### src/rtl/pulse_gen_pkg.sv
`default_nettype none
// +----------------------------------------------------------------------+
// | pulse_gen_pkg : shared state encoding and timing helper for          |
// |                 multi_pulse_gen                                      |
// | Rev 1.0                                                              |
// +----------------------------------------------------------------------+
package pulse_gen_pkg;

  typedef enum logic [1:0] {
    ST_IDLE = 2'd0,
    ST_RUN  = 2'd1,
    ST_STOP = 2'd2
  } state_t;

  function automatic int us_to_ticks(input int clk_mhz, input int us);
    return clk_mhz * us;
  endfunction

endpackage
`default_nettype wire

### src/rtl/sync_2ff.sv
`default_nettype none
// +----------------------------------------------------------------------+
// | sync_2ff : WIDTH-bit two-flop synchroniser with per-bit reset level  |
// | Rev 1.0                                                              |
// +----------------------------------------------------------------------+
module sync_2ff #(
  parameter int               WIDTH   = 1,
  parameter logic [WIDTH-1:0] RST_VAL = '0
) (
  input  logic             clk,
  input  logic             rst_n,
  input  logic [WIDTH-1:0] i_d,
  output logic [WIDTH-1:0] o_q
);

  logic [WIDTH-1:0] r_meta;
  logic [WIDTH-1:0] r_sync;

  always_ff @(posedge clk or negedge rst_n) begin
    if (!rst_n) begin
      r_meta <= RST_VAL;
      r_sync <= RST_VAL;
    end else begin
      r_meta <= i_d;
      r_sync <= r_meta;
    end
  end

  assign o_q = r_sync;

endmodule
`default_nettype wire

### src/rtl/multi_pulse_gen.sv
`default_nettype none
// +----------------------------------------------------------------------+
// | multi_pulse_gen : N_CH staggered active-low pulse trains, periodic   |
// |                   or one-shot, with runt-free graceful stop          |
// | Rev 1.0                                                              |
// +----------------------------------------------------------------------+
module multi_pulse_gen
  import pulse_gen_pkg::*;
#(
  parameter int CLK_MHZ    = 24,
  parameter int N_CH       = 4,
  parameter int PERIOD_US  = 25_000,
  parameter int WIDTH_US   = 50,
  parameter int STAGGER_US = 1_000
) (
  input  logic            sys_clk,
  input  logic            sys_rst_n,
  input  logic            init,
  input  logic            pulse_disable,
  input  logic            mode,
  input  logic            trig_n,
  output logic [N_CH-1:0] pulse_out,
  output logic            busy,
  output logic            period_done
);

  localparam int PERIOD_TICKS  = us_to_ticks(CLK_MHZ, PERIOD_US);
  localparam int WIDTH_TICKS   = us_to_ticks(CLK_MHZ, WIDTH_US);
  localparam int STAGGER_TICKS = us_to_ticks(CLK_MHZ, STAGGER_US);
  localparam int CW            = (PERIOD_TICKS > 1) ? $clog2(PERIOD_TICKS) : 1;
  localparam logic [CW-1:0] C_CNT_LAST = CW'(PERIOD_TICKS - 1);

  if ((N_CH < 1) || (N_CH > 16)) begin : g_bad_nch
    $error("multi_pulse_gen: N_CH must lie in 1..16");
  end
  if (WIDTH_TICKS < 1) begin : g_bad_width
    $error("multi_pulse_gen: WIDTH_TICKS must be at least 1");
  end
  if (((N_CH - 1) * STAGGER_TICKS + WIDTH_TICKS) > PERIOD_TICKS) begin : g_bad_fit
    $error("multi_pulse_gen: staggered pulses do not fit in one period");
  end

  logic [2:0]      w_sync_s;
  logic            w_init_s;
  logic            w_dis_s;
  logic            w_trig_s;
  logic            w_trig_fall;
  logic            w_start;
  logic            w_stop_req;
  logic            w_cnt_last;
  logic [CW-1:0]   w_cnt_inc;
  logic [N_CH-1:0] w_in_win;
  logic [N_CH-1:0] w_pulse_nxt;

  state_t          r_state;
  logic [CW-1:0]   r_cnt;
  logic [N_CH-1:0] r_pulse;
  logic            r_busy;
  logic            r_done;
  logic            r_oneshot;
  logic            r_trig_d;

  sync_2ff #(
    .WIDTH   (3),
    .RST_VAL (3'b101)
  ) u_sync (
    .clk   (sys_clk),
    .rst_n (sys_rst_n),
    .i_d   ({init, pulse_disable, trig_n}),
    .o_q   (w_sync_s)
  );

  assign w_init_s    = w_sync_s[2];
  assign w_dis_s     = w_sync_s[1];
  assign w_trig_s    = w_sync_s[0];
  assign w_trig_fall = r_trig_d & ~w_trig_s;
  assign w_start     = ~w_dis_s & ((~mode & ~w_init_s) | (mode & w_trig_fall));
  assign w_stop_req  = w_dis_s | (~r_oneshot & w_init_s);
  assign w_cnt_last  = (r_cnt == C_CNT_LAST);
  assign w_cnt_inc   = w_cnt_last ? '0 : r_cnt + CW'(1);

  for (genvar k = 0; k < N_CH; k++) begin : g_ch
    localparam logic [31:0] C_START = 32'(k * STAGGER_TICKS);
    localparam logic [31:0] C_END   = 32'(k * STAGGER_TICKS + WIDTH_TICKS);
    if (k == 0) begin : g_first
      assign w_in_win[k] = (32'(r_cnt) < C_END);
    end else begin : g_rest
      assign w_in_win[k] = (32'(r_cnt) >= C_START) && (32'(r_cnt) < C_END);
    end
  end

  // While stopping, a channel may only stay low, never newly fall.
  always_comb begin
    w_pulse_nxt = '1;
    case (r_state)
      ST_RUN:  w_pulse_nxt = ~w_in_win;
      ST_STOP: w_pulse_nxt = r_pulse | ~w_in_win;
      default: w_pulse_nxt = '1;
    endcase
  end

  always_ff @(posedge sys_clk or negedge sys_rst_n) begin
    if (!sys_rst_n) begin
      r_state   <= ST_IDLE;
      r_cnt     <= '0;
      r_pulse   <= '1;
      r_busy    <= 1'b0;
      r_done    <= 1'b0;
      r_oneshot <= 1'b0;
      r_trig_d  <= 1'b1;
    end else begin
      r_pulse  <= w_pulse_nxt;
      r_done   <= 1'b0;
      r_trig_d <= w_trig_s;
      case (r_state)
        ST_IDLE: begin
          r_cnt <= '0;
          if (w_start) begin
            r_state   <= ST_RUN;
            r_busy    <= 1'b1;
            r_oneshot <= mode;
          end
        end
        ST_RUN: begin
          r_cnt  <= w_cnt_inc;
          r_done <= w_cnt_last;
          if (w_stop_req) begin
            r_state <= ST_STOP;
          end else if (r_oneshot && w_cnt_last) begin
            r_state <= ST_IDLE;
            r_busy  <= 1'b0;
          end
        end
        ST_STOP: begin
          if (&w_pulse_nxt) begin
            r_state <= ST_IDLE;
            r_busy  <= 1'b0;
            r_cnt   <= '0;
          end else begin
            r_cnt <= w_cnt_inc;
          end
        end
        default: begin
          r_state <= ST_IDLE;
          r_busy  <= 1'b0;
          r_cnt   <= '0;
        end
      endcase
    end
  end

  assign pulse_out   = r_pulse;
  assign busy        = r_busy;
  assign period_done = r_done;

endmodule
`default_nettype wire

### config.mk
export PLATFORM = sky130hd
export DESIGN_NAME = multi_pulse_gen
export DESIGN_NICKNAME = d
export VERILOG_FILES = /design/src/rtl/pulse_gen_pkg.sv /design/src/rtl/sync_2ff.sv /design/src/rtl/multi_pulse_gen.sv
export SDC_FILE = /design/constraint.sdc
export NUM_CORES = 1
export LEC_CHECK = 0
export BUFFER_PORTS_ARGS = -buffer_cell sky130_fd_sc_hd__buf_2
export CORE_MARGIN = 1
export CORE_UTILIZATION = 50
export DETAILED_ROUTE_END_ITERATION = 8
export PLACE_DENSITY = 0.64
export SYNTH_ARGS = -nofsm -noshare
export SYNTH_HDL_FRONTEND = slang
export SYNTH_HIERARCHICAL = 1
export SYNTH_SLANG_ARGS = --single-unit
export TNS_END_PERCENT = 50
### constraint.sdc
create_clock -name sys_clk -period 5 [get_ports sys_clk]
set_input_delay 0.25 -clock sys_clk [delete_from_list [all_inputs] [get_ports sys_clk]]
set_output_delay 0.25 -clock sys_clk [all_outputs]
set_load 0.05 [all_outputs]
==> metrics.yaml <==
status:
  status: "finished clean"
clocking:
  clock_path_buffers: 2
  cts-buffers-inserted: 5
  cts_resized: 0
  h-tree-depth: 2
  hold_buffers: 0
  clk_latency_ns: 0.29
  cts_tree: "yes"
  path_clk_slew_ns: 0.08
  cts-root-buf: "clkbuf_8"
  clkSinkCount: 36
  postCtsSetupBuffers: 0
grt:
  globalRoute.totalOverflow: 0
  grt_max_degree: 37
  track_usage_pct: 21.4
  antenna_found_initial: 0
  grt_pass1_wl_um: 7020
  grt_pass1_vias: 1491
critical_path:
  worstReg2RegStart: "r_cnt[6]"
  setup.worst_path.end_class: "flip-flop"
  cp_max_fo: 20
  crit_type: "reg2reg"
  cp.required_ns: 5.13
  cp.arrival_ns: 3.01
  crit_path_start_kind: "flip-flop"
  setup.worst_path.start: "r_cnt[6]"
sta:
  max_freq_mhz: 348
  drv_slew: 0
  grt_setup_unrepaired: "no"
  fin_ws_ns: 2.12
  finalSetupTns_ns: 0
  hold_viol_final: 0
  fin_crit_sh_pct: 57.5
  min_period_ns: 2.88
  setup_viol: 0
  relSlewSlack_pct: 38.5
  finClkSkew_ns: 0.00769
  tightest_slew_ns: 0.923
cells_and_area:
  layout.nets: 239
  regArea_um2: 912
  design_area_um2: 2230
  final_layout_size_suffix_gt1_share_pct: 17.5
  post-route-util_pct: 55.3
  n_fill_cell: 382
  syn_to_final_growth_pct: 5.51
  diodes: 0
  multi_input_area_um2: 1080
floorplan:
  die_x_um: 67.0
  start_util_pct: 52.4
  design.die.area_um2: 4490
  die_h_um: 67.0
  fp.coreArea_um2: 4030
  io_pins: 12
  core.rowCount: 23
power:
  cell_internal_pwr_w: 0.000397
  p_switching_w: 0.000120
  clkPwrFrac_pct: 40.6
  power_w: 0.000517
  power_frac_seq_pct: 57.6
  comb_power_share_pct: 1.8
  vdd_drop_max_v: 0.000169
  switching_share_pct: 23.2
  power_leakage_nw: 0.981
  p_per_area_nw_per_um2: 232
place:
  place.detailed.hpwl_um: 2890
  dpl-instance-area_um2: 2140
  gp_congestion: 0.775
  place_ws_ns: 2.19
  io_buffers: 11
worst_hold_path:
  hp-class: "in2async"
yosys:
  synth_flop_cell: "dfrtp_1"
  synth-edff-count: 0
  synth.yosys.seq_area_share_pct: 43.2
  syn_inst: 226
  avgSynthCellArea_um2: 9.35
  yosysTopAreaCell: "dfrtp_1"
  synthArstFlopShare_pct: 100
  synth.area.top_cells: "dfrtp_1, dfstp_2, xnor2_1"
  synth_fp_nets: 237
  synth_cell_types: 53
  syn_area_um2: 2110
  synth_warnings: 6
  synth_top_area_share_pct: 32.0
  ys_ff_latch: 36
detailed_routing:
  drcViolationCount: 0
  dr.pass1.iters: 4
  drtIter0Drc: 180
  ant_nets: 0
  routed_wl_um: 4190
  vias_per_cell: 5.82
  wl_per_cell_um: 15.0
  vias: 1623
flow_run:
  maxCapViolCount: 0
-- power by group through the flow --
stage / logic (W) / clock network, W / registers [W]
floorplan: 0.00000197 / 0 / 0.000303
global placement: 0.00000967 / 0 / 0.000303
detailed placement: 0.00000994 / 0 / 0.000303
CTS: 0.00000996 / 0.000216 / 0.000297
global route: 0.0000110 / 0.000229 / 0.000298
finish: 0.00000942 / 0.000210 / 0.000298
-- critical path, cell delays in order, from the launching register on --
cell and delay [ns]:
dfrtp_1 0.57, nand3_1 0.17, a211oi_1 0.31, and4bb_1 0.29
or4b_1 0.52, a21oi_2 0.73, nor2_1 0.13
-- cells in the mapped netlist, types with 2 or more instances --
library cell / count
nand2_1: 30
dfrtp_1: 27
nor2_1: 25
nand3_1: 13
xnor2_1: 13
dfstp_2: 9
o21ai_0: 9
inv_1: 8
a21oi_1: 6
buf_2: 6
ha_1: 5
xor2_1: 5
clkbuf_1: 4
nand4_1: 4
nor3_1: 4
nor4_1: 4
a311oi_1: 3
and3_1: 3
buf_4: 3
a31oi_1: 2
and2_1: 2
and4_1: 2
buf_6: 2
nand3b_1: 2
nand4b_1: 2
nor4b_1: 2
nor4bb_1: 2
or2_2: 2
or4_1: 2
or4b_1: 2
-- sequential cells by signal, indices dropped and copies added, names as in the netlist --
name           cells
r_cnt             20
pulse_out          4
u_sync/o_q         3
u_sync/r_meta      3
r_state            2
busy               1
period_done        1
r_oneshot          1
r_trig_d           1
-- cell type report --
class                           count  area share (%)
Clock buffer                        5            3.09
Clock inverter                      3            1.07
Inverter                            8            1.35
Multi-Input combinational cell    166            48.3
Sequential cell                    36            40.9
Tap cell                           50            2.81
Timing Repair Buffer               11            2.47
-- kinds of logic after synthesis --
group,count (synthesis),synth area share (%)
AND/OR/NAND/NOR,110,29.0
flip-flops,36,43.2
AO/OA/AOI/OAI,33,11.6
buffers and inverters,24,5.86
XOR/XNOR,18,7.46
adder cells (fa/ha/maj),5,2.96
-- cell usage in the layout, fill, tap and decap left out, types with 5 or more instances in the layout --
cell type  count
o21ai_0        9
a21oi_1        6
dfrtp_1       27
nand3_1       13
nand2_1       30
nor2_1        25
buf_2         11
ha_1           5
dfstp_2        9
inv_1          8
xnor2_1       13
clkbuf_8       5
xor2_1         5
-- routing by layer --
metal / part of all wire [%] / GRT usage, % / vias up
li1: - / - / 799
met1: 47 / 28.4 / 769
met2: 47 / 33.7 / 48
met3: 5.3 / 5.31 / 7
met4: 1.4 / 7.18 / 0
met5: 0 / 0 / -
-- through the flow --
step | hold WS, ns | instances
after floorplan | -0.0456 | 226
after global placement | 0.336 | 271
after detailed placement | 0.336 | 271
after CTS | 0.0456 | 279
after global routing | 0.0395 | 279
final | 0.0363 | 279
-- final timing paths --
check / end / slack [ns] / cells after the start
min in group sys_clk: u_sync/r_meta[2] / 0.06 / 1
max in group asynchronous: u_sync/o_q[1] / 4.47 / 1
setup / recovery: r_cnt[16] / 2.12 / 6
hold reg to reg: u_sync/o_q[1] / 0.36 / 0
setup reg to reg: r_cnt[16] / 2.12 / 6
hold / removal: r_cnt[13] / 0.04 / 1
No activity file was read; power rests on OpenSTA's default activity.
